File: config.mk
export PLATFORM = sky130hd
export DESIGN_NAME = patch_signal_controller
export DESIGN_NICKNAME = d
export VERILOG_FILES = /design/src/rtl/patch_ctrl_pkg.sv /design/src/rtl/patch_ctrl_lane.sv /design/src/rtl/patch_signal_controller.sv
export SDC_FILE = /design/constraint.sdc
export NUM_CORES = 1
export LEC_CHECK = 0
export CAP_MARGIN = 40
export CORE_ASPECT_RATIO = 0.9
export CORE_MARGIN = 8
export CORE_UTILIZATION = 66
export CTS_CLUSTER_SIZE = 20
export DETAILED_ROUTE_END_ITERATION = 6
export PLACE_DENSITY_LB_ADDON = 0.05
export SYNTH_ARGS = -nofsm -noshare
export SYNTH_HDL_FRONTEND = slang
export SYNTH_SLANG_ARGS = --single-unit
File: constraint.sdc
create_clock -name clk -period 3.08 [get_ports clk]
set_input_delay 0.77 -clock clk [delete_from_list [all_inputs] [get_ports clk]]
set_output_delay 0.77 -clock clk [all_outputs]
set_load 0.01 [all_outputs]
File: src/rtl/patch_ctrl_pkg.sv
// rtl/patch_ctrl_pkg.sv - shared mode/state types and lane-frame layout for patch_signal_controller
package patch_ctrl_pkg;

    typedef enum logic [1:0] {
        PASS   = 2'b00,
        FORCE0 = 2'b01,
        FORCE1 = 2'b10,
        INVERT = 2'b11
    } mode_e;

    typedef enum logic {
        IDLE   = 1'b0,
        ACTIVE = 1'b1
    } lane_state_e;

    // Lane frame, LSB first: mode, tsel, hold
    localparam int MODE_LSB = 0;
    localparam int MODE_W   = 2;
    localparam int TSEL_LSB = MODE_LSB + MODE_W;

    function automatic int tsel_width(input int num_trig);
        return (num_trig > 1) ? $clog2(num_trig) : 1;
    endfunction

    function automatic int hold_lsb(input int tsel_w);
        return TSEL_LSB + tsel_w;
    endfunction

    function automatic int frame_width(input int tsel_w, input int hold_w);
        return MODE_W + tsel_w + hold_w;
    endfunction

endpackage

File: src/rtl/patch_ctrl_lane.sv
// rtl/patch_ctrl_lane.sv - one controlled lane: trigger select, hold counter FSM and override mux
module patch_ctrl_lane
    import patch_ctrl_pkg::*;
#(
    parameter int NUM_TRIG = 4,
    parameter int TSEL_W   = 2,
    parameter int HOLD_W   = 8
) (
    input  logic                clk,
    input  logic                rst_n,
    input  logic                commit,
    input  logic [1:0]          mode,
    input  logic [TSEL_W-1:0]   tsel,
    input  logic [HOLD_W-1:0]   hold,
    input  logic [NUM_TRIG-1:0] trig_in,
    input  logic                sig_in,
    output logic                sig_out,
    output logic                ovr_active
);

    localparam logic ST_IDLE   = IDLE;
    localparam logic ST_ACTIVE = ACTIVE;
    localparam logic [HOLD_W-1:0] HOLD_STICKY = '1;

    logic              state;
    logic [HOLD_W-1:0] cnt;
    logic              trig_hit;

    // Out-of-range tsel matches no index and leaves trig_hit low
    always_comb begin
        trig_hit = 1'b0;
        for (int k = 0; k < NUM_TRIG; k++) begin
            if (tsel == TSEL_W'(k)) begin
                trig_hit = trig_in[k];
            end
        end
    end

    always_ff @(posedge clk or negedge rst_n) begin
        if (!rst_n) begin
            state <= ST_IDLE;
            cnt   <= '0;
        end else if (commit) begin
            state <= ST_IDLE;
            cnt   <= '0;
        end else if (state == ST_IDLE) begin
            if (mode != PASS && trig_hit) begin
                state <= ST_ACTIVE;
                cnt   <= hold;
            end
        end else if (trig_hit) begin
            cnt <= hold;
        end else if (hold != HOLD_STICKY) begin
            if (cnt != '0) begin
                cnt <= cnt - HOLD_W'(1);
            end else begin
                state <= ST_IDLE;
            end
        end
    end

    always_comb begin
        sig_out = sig_in;
        if (state == ST_ACTIVE) begin
            case (mode)
                FORCE0:  sig_out = 1'b0;
                FORCE1:  sig_out = 1'b1;
                INVERT:  sig_out = ~sig_in;
                default: sig_out = sig_in;
            endcase
        end
    end

    assign ovr_active = (state == ST_ACTIVE);

endmodule

File: src/rtl/patch_signal_controller.sv
// rtl/patch_signal_controller.sv - serial-configured trigger-driven signal override; PATCH_CTRL_READBACK_EN enables cfg_dout
module patch_signal_controller
    import patch_ctrl_pkg::*;
#(
    parameter int NUM_SIG  = 4,
    parameter int NUM_TRIG = 4,
    parameter int HOLD_W   = 8
) (
    input  logic                clk,
    input  logic                rst_n,
    input  logic [NUM_TRIG-1:0] trig_in,
    input  logic [NUM_SIG-1:0]  sig_in,
    output logic [NUM_SIG-1:0]  sig_out,
    input  logic                cfg_shift,
    input  logic                cfg_bit,
    input  logic                cfg_commit,
    output logic                cfg_dout,
    output logic [NUM_SIG-1:0]  ovr_active
);

    localparam int TSEL_W   = tsel_width(NUM_TRIG);
    localparam int FW       = frame_width(TSEL_W, HOLD_W);
    localparam int HOLD_LSB = hold_lsb(TSEL_W);
    localparam int CFG_W    = NUM_SIG * FW;

    logic [CFG_W-1:0] shadow;
    logic [CFG_W-1:0] active_cfg;

    // Commit samples shadow before this edge's shift
    always_ff @(posedge clk or negedge rst_n) begin
        if (!rst_n) begin
            shadow     <= '0;
            active_cfg <= '0;
        end else begin
            if (cfg_shift) begin
                shadow <= {cfg_bit, shadow[CFG_W-1:1]};
            end
            if (cfg_commit) begin
                active_cfg <= shadow;
            end
        end
    end

`ifdef PATCH_CTRL_READBACK_EN
    logic dout_q;

    always_ff @(posedge clk or negedge rst_n) begin
        if (!rst_n) begin
            dout_q <= 1'b0;
        end else if (cfg_shift) begin
            dout_q <= shadow[0];
        end
    end

    assign cfg_dout = dout_q;
`else
    assign cfg_dout = 1'b0;
`endif

    for (genvar i = 0; i < NUM_SIG; i++) begin : g_lane
        logic [FW-1:0] frame;
        assign frame = active_cfg[i*FW +: FW];

        patch_ctrl_lane #(
            .NUM_TRIG (NUM_TRIG),
            .TSEL_W   (TSEL_W),
            .HOLD_W   (HOLD_W)
        ) u_lane (
            .clk        (clk),
            .rst_n      (rst_n),
            .commit     (cfg_commit),
            .mode       (frame[MODE_LSB +: MODE_W]),
            .tsel       (frame[TSEL_LSB +: TSEL_W]),
            .hold       (frame[HOLD_LSB +: HOLD_W]),
            .trig_in    (trig_in),
            .sig_in     (sig_in[i]),
            .sig_out    (sig_out[i]),
            .ovr_active (ovr_active[i])
        );
    end

endmodule

After elaboration in Yosys (flattened, before gate mapping)

Index checks and enable logic that the tools add are counted.

Bits in registers: 132
Logic and storage cells: 150
Output and inout bits: 9
Bits of input ports: 13

Mux-type cells: 72
Eq/ne operators: 36
Bitwise operators: 4
Add/sub/neg operators: 4
Reductions and logical operators: 24

Operators with widths:

| kind                                                | count |
|---|---|
| 2-to-1 mux 8 bit                                    | 24 |
| 2-to-1 mux 1 bit                                    | 44 |
| equality test 2 bit, second input constant          | 16 |
| != test 4 bit, second input constant                | 8 |
| != test 8 bit, second input constant                | 4 |
| nonzero test 8 bit                                  | 4 |
| subtractor 8 x 1 -> 8 bit, second input constant    | 4 |
| equality test 2 x 1 -> 1 bit, second input constant | 8 |
| one-hot mux 1 bit (3 select lines)                  | 4 |
| AND reduction 3 bit                                 | 4 |
| nonzero test 3 bit                                  | 4 |
| logical NOT 2 bit                                   | 4 |
| nonzero test 2 bit                                  | 4 |
| logical AND 1 bit                                   | 4 |
| inverter 1 bit                                      | 4 |

Logic depth before layout (Yosys ltp)

Gate-level depths: netlist of the first run.

Word-level depth: 9
Mapped depth: 7
Gate-level depth less buffers: 7

Hierarchy

From an unflattened synthesis of the first run, not the netlist that was laid out.

Cell total of the unflattened synthesis: 536
Area total of the unflattened synthesis: 6545.0 um2

By module, submodules not included:

| module                  | cells each | area an instance (um2) | instances |
|---|---|---|---|
| patch_signal_controller | 204        | 3732.3                 | 1 |
| patch_ctrl_lane         | 83         | 703.2                  | 4 |

Least setup slack after synthesis of the first run

No wires, ideal clock.

Path kind: input -> register
Start point: in cfg_commit
End point: reg g_lane[0].u_lane.cnt[1]
Setup slack: 0.945 ns
Data arrival time: 2.000 ns
Setup time: 0.135 ns
Cell stages on the path: 4
Cell sequence: clkbuf_1 -> clkbuf_8 -> dlygate4sd3_1 -> a21oi_1

Word-level cells in the longest chain between the ends: 2

RTL lines:

| what                                                                        | RTL line                      | text |
|---|---|---|
| start: declaration                                                          | patch_signal_controller.sv:16 | `input logic cfg_commit,` |
| != test 4 bit (no source line) / nonzero test 3 bit (equally long branches) | -                             |  |
| AND reduction 3 bit (no source line)                                        | -                             |  |
| end signal: assignment                                                      | patch_ctrl_lane.sv:49         | `cnt <= hold;` |
| end signal: assignment                                                      | patch_ctrl_lane.sv:52         | `cnt <= hold;` |
| end signal: assignment                                                      | patch_ctrl_lane.sv:55         | `cnt <= cnt - HOLD_W'(1);` |
| end: declaration                                                            | patch_ctrl_lane.sv:26         | `logic [HOLD_W-1:0] cnt;` |

Several ways; a longest one is shown, not always the timed one.
A chain may end at the register's enable or synchronous reset.

Worst setup path after layout of the first run

Start point: in sig_in[1]
End point: out sig_out[1]

Word-level cells in the longest chain between the ends: 3

RTL lines:

| what                               | RTL line                      | text |
|---|---|---|
| start: declaration                 | patch_signal_controller.sv:12 | `input logic [NUM_SIG-1:0] sig_in,` |
| inverter 1 bit                     | patch_ctrl_lane.sv:68         | `INVERT: sig_out = ~sig_in;` |
| one-hot mux 1 bit (3 select lines) | patch_ctrl_lane.sv:65         | `case (mode)` |
| 2-to-1 mux 1 bit (*)               | patch_ctrl_lane.sv:64         | `if (state == ST_ACTIVE) begin` |
| end: declaration                   | patch_signal_controller.sv:13 | `output logic [NUM_SIG-1:0] sig_out,` |

Every way passes the cells marked *; elsewhere a longest branch is shown, timed or not.

==> results.yml, run 1 <==
outcome:
  status: "complete, no violations"
sta:
  tightestPinTransition_ps: 721.7
  max_freq_mhz: 359.7
  fin_crit_ps: 2780
  setup_tns_ps: 0
  slew_viol_final: 0
  slew_headroom_pct: 51.66
  timing.final.crit_share_pct: 90.26
  grt_setup_unrepaired: "no"
  setup_violations: 0
  finalHoldViolCount: 0
  skew_ps: 9.943
  whs_ps: 282.5
detailed_routing:
  antenna_left: 0
  firstDrtPassIters: 4
  routed-via-count: 4374
  drt_iter0_markers: 344
  m1WireLength_um: 5907
  routed_wl_um: 13180
  topRoutingLayerUsed: "met4"
  wl_per_cell_um: 18.93
  met2WireLength_um: 6529
  dr_wl_met3_um: 564
  drc: 0
  via_per_inst: 6.284
setup_path:
  cp-end-kind: "output pin"
  worstSetupPathType: "input port to output pin"
  r2r_cells: 7
  endpoint: "sig_out[1]"
  crit_path_frequent_cell: "clkdlybuf4s50_1"
  rrSetupSlack_ps: 920
  startpoint: "sig_in[1]"
  reg2reg_to: "g_lane[1].u_lane.cnt[6]"
  crit_chain: "clkdlybuf4s50_1 > a21oi_1 > a31oi_1 > clkdlybuf4s50_1"
  worstPathArrival_ps: 2010
  critPathLaunchType: "input port"
  crit_slowest_cell: "clkdlybuf4s50_1"
  path_buf_inv: 2
  path_max_fanout: 2
  required_ps: 2310
  timing.rr.start: "g_lane[1].u_lane.cnt[0]"
  crit_cells: 4
  crit_family: "buffers and inverters"
  max_stage_delay_ps: 570
placed_design:
  dp_hpwl_um: 8471
  portBuffers: 20
  globalplace.congestion: 0.8636
cells_and_area:
  diodes: 0
  drive_gt1_share_pct: 28.42
  area_growth_pct: 14.30
  num-nets-final: 578
floorplan:
  dieHeight_um: 109.8
  io-pin-count: 22
  die_w_um: 120.3
  std_cell_rows: 34
  fp.coreArea_mm2: 0.009614
  die_area_mm2: 0.01321
  start_util_pct: 67.17
hold_path:
  hold_class: "input port to async pin"
power:
  vdd_drop_max_v: 0.0007100
  power_density_mw_per_mm2: 823.0
  p_leak_nw: 3.248
synthesis:
  yosys.area_share.xor_xnor_pct: 2.577
  synth_seq_cells: 132
  synth-adder-area-share_pct: 1.550
  yosys-top-cells-area: "dfrtp_1, mux2_2, o2111ai_1"
  syn_area_mm2: 0.006457
  synth_edf_count: 0
  synth.area.mux_share_pct: 18.33
  synth_top_family_by_area: "multiplexers"
  synth_compound_gate_area_share_pct: 13.14
  yosysSeqAreaShare_pct: 51.15
  synth_area_leader_cell: "dfrtp_1"
  yosysWarnings: 0
  syn_avg_cell_area_um2: 12.03
  syn-num-nets: 558
  synth_ff_type: "dfrtp_1"
  synth_cell_types: 62
  netlist_instances: 537
  synthTopCellsByCount: "dfrtp_1, mux2_2, a21oi_1"
  yosysMostFrequentCell: "dfrtp_1"
  yosysTopAreaCellShare_pct: 51.15
  synthSimpleGateAreaFrac_pct: 9.824
  async_reset_ff_share_pct: 100.0
clock_tree:
  cts_sinks: 132
  numCtsBuffers: 17
  holdBufCountCts: 0
  cts_buffer_depth: 2
  cts-resized-gates: 0
  post_cts_buffers: 0
  htreeDepth: 4
  cts_tree: "done"
  clkLatencyLatePin_ps: 520
  clockRootBuffer: "clkbuf_8"
  clk_pin_slew_ps: 60
grt:
  grt_first_pass_wirelength_um: 22330
  antenna_found_initial: 0
  grt_pass1_vias: 4549
  grt_overflow: 0
  grt_use_total_pct: 21.26
  grt_max_degree: 81
flow_run:
  drv_cap: 0
-- sequential cells by signal (all words and copies together), names as in the netlist --
register,cells
active_cfg,48
shadow,48
g_lane.u_lane.cnt,32
g_lane.u_lane.ovr_active,4
-- report_power, final --
part	total [mW]	internal [mW]	switching (mW)
sequential	2.51	2.13	0.379
combinational	1.45	0.733	0.722
clock	2.11	1.40	0.714
total	6.07	4.26	1.81
-- cell families (layout without fill, tap and decap cells) --
kind of cell | Yosys count | count (layout)
compound gates | 123 | 123
xor+xnor | 19 | 19
fa+ha+maj | 8 | 8
buf+inv | 42 | 75
flops | 132 | 132
mux | 105 | 105
other cells | 1 | 1
simple gates | 107 | 107
-- worst reg2reg max path, delay by kind of cell, from the launching register on --
family / cells / cell delay (ps)
AOI/OAI and AO/OA: 3 / 750
and+or+nand+nor: 2 / 510
DFF: 1 / 440
adders and majority gates: 1 / 220
buffers and inverters: 1 / 130
-- area by class of cell --
cell class	instances	area, µm²
Sequential cell	132	3303
Multi-Input combinational cell	363	2937
Fill cell	619	2233
Clock buffer	23	476.7
Timing Repair Buffer	29	305.3
Tap cell	126	157.7
Clock inverter	9	148.9
Inverter	14	52.55
-- metrics by stage --
stage	instances	total power, mW	util, %	area (µm²)	worst slack [ps]
after floorplan	537	3.529	-	6457	944.5
after global placement	664	3.869	70.26	6755	316.1
after detailed placement	664	3.947	70.26	6755	257.3
after CTS	696	6.104	76.77	7381	279.6
after global routing	696	6.374	76.77	7381	237.1
final	696	6.074	76.77	7381	299.8
-- cells in the final DEF, fill, tap and decap left out, types with 6 or more instances in the layout --
master,Yosys,layout
ha_1,8,8
dfrtp_1,132,132
o2111ai_1,17,17
nand3_1,6,6
mux2_2,96,96
xnor2_1,12,12
a21oi_1,28,28
xor2_1,7,7
mux2i_1,8,8
nor2_1,26,26
clkbuf_16,0,16
nand2_1,27,27
o21ai_0,15,15
buf_4,9,6
inv_1,13,13
nand4_1,8,8
clkdlybuf4s50_1,0,17
o21ai_1,12,12
-- how the worst min path moves through the flow --
stage                          start                      end  slack [ps]  depth (start not counted)
final                          rst_n  g_lane[3].u_lane.cnt[3]         280                          1
after floorplan                rst_n            active_cfg[0]         470                          0
after global placement    shadow[22]           active_cfg[22]         500                          2
after detailed placement  shadow[22]           active_cfg[22]         500                          2
after CTS                      rst_n  g_lane[3].u_lane.cnt[6]         290                          1
after global routing           rst_n  g_lane[3].u_lane.cnt[3]         310                          1
-- layer usage --
layer / track usage [%] / vias to the layer above
met5: 0 / -
met4: 7.035 / 0
li1: - / 2038
met2: 35.79 / 104
met1: 26.31 / 2215
met3: 5.801 / 17
Power figures use the tool's default switching activity.
==> inputs of run 2 (changes only) <==
--- a/config.mk
+++ b/config.mk
@@ -11,7 +11,7 @@
 export CORE_UTILIZATION = 66
 export CTS_CLUSTER_SIZE = 20
 export DETAILED_ROUTE_END_ITERATION = 6
-export PLACE_DENSITY_LB_ADDON = 0.05
+export PLACE_DENSITY_LB_ADDON = 0.3
 export SYNTH_ARGS = -nofsm -noshare
 export SYNTH_HDL_FRONTEND = slang
 export SYNTH_SLANG_ARGS = --single-unit
==> run 2 against run 1 <==
- clock skew is 0.67 ps lower
- largest power group unchanged
- final area decreased by 1.4%
- clock-buffer cell count shrank 1
- critical endpoint is now sig_out[0]
- highest routed layer unchanged
- largest cell class unchanged
- via count up 0.80%
==> results.yml, run 2 (synthesis results as in run 1) <==
outcome:
  status: "complete, no violations"
detailed_routing:
  routed_wl_um: 13120
  via_per_inst: 6.335
  antenna_left: 0
  drt_iter0_markers: 445
  firstDrtPassIters: 5
  wl_per_cell_um: 18.85
  drc: 0
  routed-via-count: 4409
placed_design:
  dp_hpwl_um: 8521
  globalplace.congestion: 0.8605
  pre_cts_ws_ps: 222.8
  portBuffers: 20
setup_path:
  crit_slowest_cell: "clkdlybuf4s50_1"
  worstSetupPathType: "input port to output pin"
  crit_chain: "clkdlybuf4s50_1 > a21oi_1 > a31oi_1 > clkdlybuf4s50_1"
  cp-end-kind: "output pin"
  crit_path_frequent_cell: "clkdlybuf4s50_1"
  required_ps: 2310
  path_max_fanout: 2
  timing.rr.start: "g_lane[1].u_lane.cnt[0]"
  critPathLaunchType: "input port"
  worstPathArrival_ps: 2040
  max_stage_delay_ps: 560
  startpoint: "sig_in[0]"
sta:
  finalHoldViolCount: 0
  grt_setup_unrepaired: "no"
  timing.final.crit_share_pct: 91.39
  max_freq_mhz: 355.3
  skew_ps: 9.269
  setup_violations: 0
  slew_headroom_pct: 57.07
  fin_crit_ps: 2815
  tightestPinTransition_ps: 644.0
  setup_slack_ps: 265.2
  setup_tns_ps: 0
  slew_viol_final: 0
  whs_ps: 137.3
clock_tree:
  cts-resized-gates: 0
  clkLatencyLatePin_ps: 520
  holdBufCountCts: 0
  htreeDepth: 4
  numCtsBuffers: 17
  cts_sinks: 132
  cts_tree: "done"
  clockRootBuffer: "clkbuf_8"
  cts_buffer_depth: 2
  clk_pin_slew_ps: 60
  post_cts_buffers: 0
cells_and_area:
  fin_util_pct: 75.73
  diodes: 0
  multi_input_area_mm2: 0.002937
  regArea_mm2: 0.003303
  drive_gt1_share_pct: 28.42
  num-nets-final: 579
  reg_top3: "active_cfg (48), shadow (48), g_lane.u_lane.cnt (32)"
  final_cell_mix: "dfrtp_1, mux2_2, a21oi_1"
  num-fill-cells: 632
  area_growth_pct: 12.75
  final_common_cell: "dfrtp_1"
grt:
  grt_first_pass_wirelength_um: 22560
  grt_max_degree: 81
  antenna_found_initial: 0
  grt_overflow: 0
  grt_use_total_pct: 21.18
  grt_pass1_vias: 4573
floorplan:
  io-pin-count: 22
  fp.coreArea_mm2: 0.009614
  start_util_pct: 67.17
  die_area_mm2: 0.01321
  std_cell_rows: 34
  dieHeight_um: 109.8
  die_w_um: 120.3
power:
  power_density_mw_per_mm2: 796.7
  vdd_drop_max_v: 0.0006493
  p_leak_nw: 3.191
hold_path:
  hold_class: "input port to async pin"
flow_run:
  drv_cap: 0
-- run 2: metrics by stage --
step | instances | instance area [µm²] | total power [mW]
floorplan | 537 | 6457 | 3.529
global placement | 665 | 6738 | 3.852
detailed placement | 665 | 6738 | 3.952
CTS | 696 | 7281 | 5.819
global route | 696 | 7281 | 6.114
finish | 696 | 7281 | 5.801
-- run 2: power by group --
part,leakage (nW),total [mW],internal [mW],switching (mW)
clock,0.259,1.84,1.12,0.719
sequential,1.74,2.50,2.13,0.367
combinational,1.19,1.46,0.745,0.718
total,3.19,5.80,4.00,1.80
-- run 2: layer usage --
metal | share of wire, % | wire, µm | global-route usage, % | up-vias
met5 | 0 | 0 | 0 | -
met4 | 1.7 | 225 | 7.480 | 0
met3 | 3.4 | 445 | 4.363 | 26
met2 | 49 | 6452 | 35.15 | 114
met1 | 46 | 5997 | 27.38 | 2239
li1 | - | - | - | 2030
-- run 2: path summary, 6_finish.rpt --
check | depth (start not counted) | slack [ps] | end
max in group asynchronous | 2 | 2220 | active_cfg[36]
min in group clk | 1 | 510 | active_cfg[0]
worst max register to register | 7 | 840 | g_lane[1].u_lane.cnt[6]
worst max-delay path | 4 | 270 | sig_out[0]
worst min register to register | 1 | 510 | active_cfg[0]
worst min-delay path | 1 | 140 | g_lane[3].u_lane.cnt[2]
-- run 2: worst max-delay path, delay by kind of cell --
kind	cells	cell delay, ps
compound gates	2	220
buf+inv	2	1050
-- run 2: layout make-up --
type | count | area share [%]
tap | 126 | 2.165
multi-input combinational | 363 | 40.33
clock buffer | 22 | 6.358
clock inverter | 9 | 1.100
sequential | 132 | 45.37
inverter | 14 | 0.7218
timing repair buffer | 30 | 3.953
==> inputs of run 3 (changes only) <==
--- a/config.mk
+++ b/config.mk
@@ -5,13 +5,15 @@
 export SDC_FILE = /design/constraint.sdc
 export NUM_CORES = 1
 export LEC_CHECK = 0
-export CAP_MARGIN = 40
+export CAP_MARGIN = 20
 export CORE_ASPECT_RATIO = 0.9
 export CORE_MARGIN = 8
 export CORE_UTILIZATION = 66
 export CTS_CLUSTER_SIZE = 20
 export DETAILED_ROUTE_END_ITERATION = 6
+export GPL_ROUTABILITY_DRIVEN = 0
 export PLACE_DENSITY_LB_ADDON = 0.3
+export SKIP_LAST_GASP = 1
 export SYNTH_ARGS = -nofsm -noshare
 export SYNTH_HDL_FRONTEND = slang
 export SYNTH_SLANG_ARGS = --single-unit
==> run 3 against run 2 <==
- fmax fell by 0.45%
- first-iteration DRC count fell by 14%
- core utilization rose by 1.1 points
- die area did not move
- wire length rose by 4.1%
- clock power rose by 18%
- critical endpoint is now sig_out[1]
- highest routed layer unchanged
==> results.yml, run 3 (synthesis results as in run 1) <==
outcome:
  status: "complete, no violations"
setup_path:
  crit_path_frequent_cell: "clkdlybuf4s50_1"
  worstSetupPathType: "input port to output pin"
  timing.rr.start: "g_lane[0].u_lane.cnt[4]"
  path_buf_inv: 2
  crit_chain: "clkdlybuf4s50_1 > a21oi_1 > a31oi_1 > clkdlybuf4s50_1"
  worstPathArrival_ps: 2060
  critPathLaunchType: "input port"
  cp-end-kind: "output pin"
  path_max_fanout: 2
  rrSetupSlack_ps: 920
  required_ps: 2310
  endpoint: "sig_out[1]"
  crit_family: "buffers and inverters"
  reg2reg_to: "g_lane[0].u_lane.cnt[7]"
  r2r_cells: 5
  max_stage_delay_ps: 570
  crit_cells: 4
  crit_slowest_cell: "clkdlybuf4s50_1"
  startpoint: "sig_in[1]"
cells_and_area:
  num-fill-cells: 597
  regArea_mm2: 0.003303
  reg_top3: "active_cfg (48), shadow (48), g_lane.u_lane.cnt (32)"
  drive_gt1_share_pct: 28.85
  final_cell_mix: "dfrtp_1, mux2_2, a21oi_1"
  design_area_mm2: 0.007383
  area_growth_pct: 14.34
  num-nets-final: 580
  final_common_cell: "dfrtp_1"
  layout.cells.non_filler: 698
  multi_input_area_mm2: 0.002937
  diodes: 0
  fin_util_pct: 76.80
detailed_routing:
  firstDrtPassIters: 5
  drt_iter0_markers: 381
  wl_per_cell_um: 19.56
  routed_wl_um: 13660
  via_per_inst: 6.433
  drc: 0
  antenna_left: 0
  routed-via-count: 4490
clock_tree:
  cts_buffer_depth: 2
  post_cts_buffers: 0
  htreeDepth: 4
  clkLatencyLatePin_ps: 520
  cts-resized-gates: 0
  clk_pin_slew_ps: 60
  numCtsBuffers: 17
  holdBufCountCts: 0
  cts_sinks: 132
  cts_tree: "done"
  clockRootBuffer: "clkbuf_8"
flow_run:
  drv_cap: 0
sta:
  tightestPinTransition_ps: 660.6
  timing.final.crit_share_pct: 91.81
  skew_ps: 7.503
  setup_violations: 0
  max_freq_mhz: 353.6
  finalHoldViolCount: 0
  fin_crit_ps: 2828
  slew_viol_final: 0
  slew_headroom_pct: 55.75
  setup_tns_ps: 0
  grt_setup_unrepaired: "no"
grt:
  grt_max_degree: 81
  grt_pass1_vias: 4757
  grt_use_total_pct: 22.22
  antenna_found_initial: 0
  grt_overflow: 0
  grt_first_pass_wirelength_um: 23300
power:
  p_int_mw: 4.279
  power_density_mw_per_mm2: 832.3
  pwr-share-clk_pct: 35.2
  power_switching_share_pct: 30.37
  p_leak_nw: 3.245
  vdd_drop_max_v: 0.0006107
  power_frac_seq_pct: 40.9
  switchingPower_mw: 1.866
  power_frac_comb_pct: 23.8
  power_mw: 6.145
floorplan:
  die_area_mm2: 0.01321
  die_w_um: 120.3
  std_cell_rows: 34
  io-pin-count: 22
  fp.coreArea_mm2: 0.009614
  start_util_pct: 67.17
  dieHeight_um: 109.8
hold_path:
  hold_class: "input port to async pin"
placed_design:
  dp_hpwl_um: 8707
  dp.cells: 666
  portBuffers: 20
  dpl_cell_area_mm2: 0.006745
-- run 3: power groups by stage --
| stage | Sequential, mW | Combinational [mW] | Clock, mW |
|---|---|---|---|
| after global placement | 2.49 | 1.35 | 0 |
| after global routing | 2.57 | 1.61 | 2.25 |
| after floorplan | 2.39 | 1.14 | 0 |
| after CTS | 2.51 | 1.46 | 2.18 |
| after detailed placement | 2.52 | 1.43 | 0 |
| final | 2.51 | 1.46 | 2.17 |
-- run 3: cell type report --
class | count | share of cell area, %
inverter | 14 | 0.7117
clock inverter | 13 | 2.796
tap | 126 | 2.135
clock buffer | 19 | 5.846
sequential | 132 | 44.74
multi-input combinational | 363 | 39.77
timing repair buffer | 31 | 3.999
-- run 3: worst min-delay path by stage --
stage / cells after the start / endpoint / slack, ps / start
after floorplan: 0 / active_cfg[0] / 470 / rst_n
after global placement: 1 / active_cfg[0] / 490 / shadow[0]
after detailed placement: 1 / shadow[0] / 490 / shadow[0]
after CTS: 1 / shadow[45] / 160 / rst_n
after global routing: 1 / shadow[44] / 180 / rst_n
final: 1 / shadow[45] / 170 / rst_n
-- run 3: per-stage QoR --
step	hold WS (ps)	worst slack, ps
3_5_place_dp	493.6	260.1
5_1_grt	182.8	170.5
6_report	170.2	252.3
3_3_place_gp	485.7	312.0
2_1_floorplan	465.1	944.5
4_1_cts	163.7	243.0
-- run 3: routing by layer --
layer / global-route usage, % / routed length, µm / vias to the layer above
met4: 9.617 / 348 / 0
li1: - / - / 2039
met5: 0 / 0 / -
met1: 26.93 / 5751 / 2266
met3: 5.749 / 657 / 42
met2: 37.35 / 6898 / 143
